$ cat config.mk
export PLATFORM = sky130hd
export DESIGN_NAME = fifo_rd_upsizer
export DESIGN_NICKNAME = d
export VERILOG_FILES = /design/src/rtl/fifo_upsizer_pkg.sv /design/src/rtl/upsizer_out_reg.sv /design/src/rtl/fifo_rd_upsizer.sv
export SDC_FILE = /design/constraint.sdc
export NUM_CORES = 1
export LEC_CHECK = 0
export BUFFER_PORTS_ARGS = -buffer_cell sky130_fd_sc_hd__buf_2
export CORE_ASPECT_RATIO = 1.4
export CORE_MARGIN = 2
export CORE_UTILIZATION = 26
export DETAILED_ROUTE_END_ITERATION = 6
export PLACE_DENSITY_LB_ADDON = 0.3
export SLEW_MARGIN = 20
export SYNTH_ARGS = -nofsm -noshare
export SYNTH_HDL_FRONTEND = slang
export SYNTH_SLANG_ARGS = --single-unit
$ cat constraint.sdc
create_clock -name clk -period 1.9 [get_ports clk]
set_input_delay 0 -clock clk [delete_from_list [all_inputs] [get_ports clk]]
set_output_delay 0 -clock clk [all_outputs]
set_load 0.005 [all_outputs]
$ cat src/rtl/fifo_upsizer_pkg.sv
// Shared helpers for the FIFO read-side upsizer (and its matching downsizer).
package fifo_upsizer_pkg;

  localparam int unsigned MAX_LANES = 64;

  // Lane index width; at least one bit even for two lanes.
  function automatic int unsigned lane_idx_w(input int unsigned n);
    return (n <= 2) ? 1 : $clog2(n);
  endfunction

  // Mask with the low 'count' bits set; callers truncate to their lane count.
  function automatic logic [MAX_LANES-1:0] keep_mask(input int unsigned count);
    logic [MAX_LANES-1:0] m;
    m = '0;
    for (int unsigned i = 0; i < MAX_LANES; i++) begin
      if (i < count) m[i] = 1'b1;
    end
    return m;
  endfunction

endpackage

$ cat src/rtl/upsizer_out_reg.sv
// Single-entry valid/ready holding register carrying data plus a keep mask.
module upsizer_out_reg #(
  parameter int unsigned DW = 32,
  parameter int unsigned KW = 4
) (
  input  logic          clk,
  input  logic          reset,
  input  logic          i_load,
  input  logic [DW-1:0] i_data,
  input  logic [KW-1:0] i_keep,
  input  logic          i_ready,
  output logic          o_valid,
  output logic [DW-1:0] o_data,
  output logic [KW-1:0] o_keep,
  output logic          o_free_c
);

  // Slot can take a new beat when empty or being drained this cycle.
  assign o_free_c = ~o_valid | i_ready;

  // Load a new beat, drop valid after a transfer, otherwise hold.
  always_ff @(posedge clk) begin
    if (reset) begin
      o_valid <= 1'b0;
      o_data  <= '0;
      o_keep  <= '0;
    end else if (i_load) begin
      o_valid <= 1'b1;
      o_data  <= i_data;
      o_keep  <= i_keep;
    end else if (i_ready) begin
      o_valid <= 1'b0;
    end
  end

endmodule

$ cat src/rtl/fifo_rd_upsizer.sv
// Pops W-bit words from a FWFT FIFO and packs N of them into one wide beat.
module fifo_rd_upsizer
  import fifo_upsizer_pkg::*;
#(
  parameter int unsigned W = 8,
  parameter int unsigned N = 4
) (
  input  logic           clk,
  input  logic           reset,
  input  logic           fifo_rd_empty,
  input  logic [W-1:0]   fifo_rd_data,
  output logic           fifo_rd_en,
  input  logic           flush,
  output logic           out_valid,
  output logic [N*W-1:0] out_data,
  output logic [N-1:0]   out_keep,
  input  logic           out_ready
);

  localparam int unsigned IW = lane_idx_w(N);
  localparam int unsigned CW = IW + 1;
  localparam int unsigned DW = N * W;
  localparam logic [IW-1:0] LAST_IDX = IW'(N - 1);

  logic [W-1:0]  r_lanes [N];
  logic [IW-1:0] r_idx;
  logic          r_flush_pend;

  logic          w_free;
  logic          w_stall;
  logic          w_pop;
  logic          w_full;
  logic          w_flush_req;
  logic          w_flush_serve;
  logic          w_load;
  logic [CW-1:0] w_cnt;
  logic [DW-1:0] w_beat_data;
  logic [N-1:0]  w_beat_keep;

  // Pop unless empty, in reset, or the last lane would have nowhere to go.
  assign w_stall       = (r_idx == LAST_IDX) & ~w_free;
  assign w_pop         = ~fifo_rd_empty & ~w_stall & ~reset;
  assign fifo_rd_en    = w_pop;
  assign w_full        = w_pop & (r_idx == LAST_IDX);
  assign w_flush_req   = flush | r_flush_pend;
  assign w_flush_serve = w_flush_req & w_free & ((r_idx != '0) | w_pop);
  assign w_load        = w_full | w_flush_serve;
  assign w_cnt         = CW'(r_idx) + CW'(w_pop);
  assign w_beat_keep   = N'(keep_mask(32'(w_cnt)));

  // Merge assembled lanes with this cycle's word; unfilled lanes read as zero.
  always_comb begin
    w_beat_data = '0;
    for (int unsigned i = 0; i < N; i++) begin
      if (CW'(i) < w_cnt) begin
        w_beat_data[i*W +: W] = (w_pop && (r_idx == IW'(i))) ? fifo_rd_data : r_lanes[i];
      end
    end
  end

  // Assembly lanes, fill index and pending-flush flag.
  always_ff @(posedge clk) begin
    if (reset) begin
      r_idx        <= '0;
      r_flush_pend <= 1'b0;
      for (int unsigned i = 0; i < N; i++) r_lanes[i] <= '0;
    end else begin
      if (w_load) begin
        r_idx <= '0;
      end else if (w_pop) begin
        r_lanes[r_idx] <= fifo_rd_data;
        r_idx          <= r_idx + IW'(1);
      end
      // Cleared when served, or dropped when there is nothing to close.
      r_flush_pend <= w_flush_req & ~w_load & ~((r_idx == '0) & ~w_pop);
    end
  end

  upsizer_out_reg #(
    .DW (DW),
    .KW (N)
  ) u_out_reg (
    .clk      (clk),
    .reset    (reset),
    .i_load   (w_load),
    .i_data   (w_beat_data),
    .i_keep   (w_beat_keep),
    .i_ready  (out_ready),
    .o_valid  (out_valid),
    .o_data   (out_data),
    .o_keep   (out_keep),
    .o_free_c (w_free)
  );

endmodule

==> run metrics <==
hold_buf cts 0; Final Critical Period 1.86 ns; Setup Viol. Count Final 0; CP startpoint r_idx[0]; cell mode on critical path ha_2; arrival time worst endpoint 2.12 ns; ranking of synthesized cells by area edfxtp_1 (31%), dfxtp_1 (26%), mux2i_1 (10%), o2bb2ai_1 (9.2%), and2_1 (6.5%); asr flop ratio synth 0; share of post-route cells with drive strength above 1 0.376; latest clock arrival within the worst-skew pair 0.33 ns; chip height 132 um; EDFF count, synth 32; Buf/Inv on CP 3; Crit. End Element register; sequential area share after synthesis 0.576; final worst slack 0.0445 ns; end of the critical path u_out_reg.o_data[16]; Netlist cell types 34; routed wire length 7.48 mm; critical path class reg -> reg; first-pass GRT wire length 11.8 mm; Detailed Place HPWL 5.24 mm; crit-path max FO 5; clock buffer depth 2; Iter 0 DRT Violations 60; total track usage 0.125; Worst R2R Path Depth 11; fin util 0.359; # rows 46; DR WL/cell 16.3 um; Critical R2R Capture u_out_reg.o_data[16]; Design Power 0.00386 W; Yosys top cell area share 0.314; Clock Sinks 72; Hold Crit Class in -> reg; H-tree levels 3; FF-to-FF setup slack 0.04 ns; Mapped Area 3060 um2; mean area per synthesized cell 12.9 um2; crit start category register; syn_nets 257; Top FF cell, synth dfxtp_1; DRT Pass-1 Iters 4; Min Hold Slack 0.0941 ns; origin of the critical flop-to-flop path r_idx[0]; core area 11400 um2; DIE AREA 12700 um2; DRC Markers 0; CTS tree done; IO Count 51; PD cells 943 nW/um2; DR vias 2084; CTS Buf Count 9; vias in the first global route 2211; clock slew at reported path FFs 0.06 ns; Max Freq 539 MHz; Worst EP required 2.16 ns; nets 329; Hold Fails Final Rpt 0; FF+latch count, synth 72; vias per inst 4.55; Largest delay share family, worst path adder cells; Root Buffer clkbuf_16; Setup WS pre-CTS 0.0418 ns; Worst Skew 0.00419 ns; Mapped Cells 237; initial antenna violation count 0; Static Leak 1.75 nW; Finished Cell Area 4090 um2; synth warn 0; worst vdd ir 0.372 mV; total grt overflow 0; ANT cells 0; top cell type by total area after synthesis edfxtp_1; starting density of the core 0.268; maxcap violations 0; DRT antenna net count 0; status finished, final reports clean; IO buf count 50; Critical Path, Cell by Cell ha_2, nand3b_1, nand2_2, inv_2, ha_2, inv_1, ha_4, nor3_4, buf_12, nand3_4, o2bb2ai_2; Period Utilization, post-route 0.977; Die Wd 95.7 um; max-slew violations 0; synth-to-layout area growth 33.8%; cell with the biggest individual delay on the critical path dfxtp_2; Slew @ Worst Pin 0.398 ns; WP depth 11; CP max stage delay 0.32 ns; Post-DP Area 3610 um2; Rel. slew slack 0.735; Placer Congestion 0.817; largest net degree at the start of global routing 33; hold path cells 3
## area by class of cell
cell class	instances	area [um2]
Tap cell	144	180
Timing Repair Buffer	70	438
Sequential cell	72	1760
Multi-Input combinational cell	146	1330
Clock inverter	6	108
Inverter	10	37.5
Clock buffer	10	229
Fill cell	1157	7310
## registers in the layout (all words and copies together), names as in the netlist
| name | flops |
|---|---|
| u_out_reg.o_keep | 4 |
| r_flush_pend | 1 |
| r_idx | 2 |
| u_out_reg.o_data | 32 |
| u_out_reg.o_valid | 1 |
| r_lanes | 32 |
## worst min-delay path by stage
stage | to | startpoint | slack [ns]
floorplan | u_out_reg.o_data[0] | fifo_rd_data[0] | 0.18
global placement | out_data[20] | u_out_reg.o_data[20] | 0.41
detailed placement | out_data[20] | u_out_reg.o_data[20] | 0.41
CTS | u_out_reg.o_data[11] | fifo_rd_data[3] | 0.08
global route | u_out_reg.o_data[26] | fifo_rd_data[2] | 0.12
finish | u_out_reg.o_data[25] | fifo_rd_data[1] | 0.09
## what timing repair did
item	4_1_cts	5_1_grt
setup buffers	0	2
gates resized for setup	0	18
setup endpoints to repair	0	35
## synth_stat cells (all sizes together), types with 4 or more instances
| master | n |
|---|---|
| inv | 10 |
| nor2 | 4 |
| buf | 9 |
| o21ai | 6 |
| ha | 7 |
| nor3 | 4 |
| mux2i | 32 |
| nand3 | 5 |
| edfxtp | 32 |
| dfxtp | 40 |
| and2 | 32 |
| o2bb2ai | 32 |
| nand2 | 4 |
## routing by layer
| layer | GRT usage | up-vias | share of wire |
|---|---|---|---|
| met4 | 0.0556 | 0 | 0.023 |
| met5 | 0 | - | 0 |
| li1 | - | 1017 | - |
| met3 | 0.0280 | 14 | 0.041 |
| met2 | 0.213 | 44 | 0.51 |
| met1 | 0.145 | 1009 | 0.42 |
## cell families (layout without fill, tap and decap cells)
kind of cell               after synthesis  after routing  share of synthesized area
DFF                                     72             72                      0.576
and+or+nand+nor                         60             61                      0.131
AOI/OAI and AO/OA                       45             45                      0.122
muxes                                   32             32                      0.105
buffers and inverters                   20             96                     0.0344
adders and majority gates                7              7                     0.0286
xor gates and xnor gates                 1              1                    0.00286
## power by group
part | internal [W] | switching [W] | leakage [nW] | total [W]
Combinational | 0.000112 | 0.000169 | 0.935 | 0.000280
Sequential | 0.00167 | 0.0000179 | 0.654 | 0.00168
Clock | 0.00128 | 0.000614 | 0.162 | 0.00189
## cell usage in the layout (no fill, tap or decap), types with 2 or more instances in the layout
cell type | netlist | layout
a211oi_2 | 2 | 2
a21oi_1 | 2 | 2
and2_1 | 32 | 32
and3_1 | 2 | 2
buf_12 | 0 | 3
buf_2 | 6 | 50
buf_4 | 0 | 17
bufinv_16 | 0 | 3
clkbuf_16 | 0 | 9
clkinv_2 | 0 | 2
dfxtp_1 | 40 | 38
dfxtp_2 | 0 | 2
edfxtp_1 | 32 | 32
ha_1 | 7 | 3
ha_2 | 0 | 2
ha_4 | 0 | 2
inv_1 | 9 | 8
inv_2 | 1 | 2
mux2i_1 | 32 | 32
nand2_1 | 4 | 2
nand3_2 | 3 | 3
nand3_4 | 0 | 2
nor2_1 | 3 | 3
nor3_1 | 3 | 2
nor3_4 | 0 | 2
o21ai_1 | 5 | 4
o2bb2ai_1 | 32 | 26
o2bb2ai_2 | 0 | 6
or2_1 | 3 | 3
## worst min-delay path: cells and delay by family
family / cells / cell delay, ns
muxes: 1 / 0.15
AOI/OAI and AO/OA: 1 / 0.07
buffers and inverters: 1 / 0.16
## through the flow
step	setup TNS, ns	instances
2_1_floorplan	0	237
3_3_place_gp	0	439
3_5_place_dp	0	439
4_1_cts	0	455
5_1_grt	-0.214	458
6_report	0	458
(Power assumes the default switching activity.)
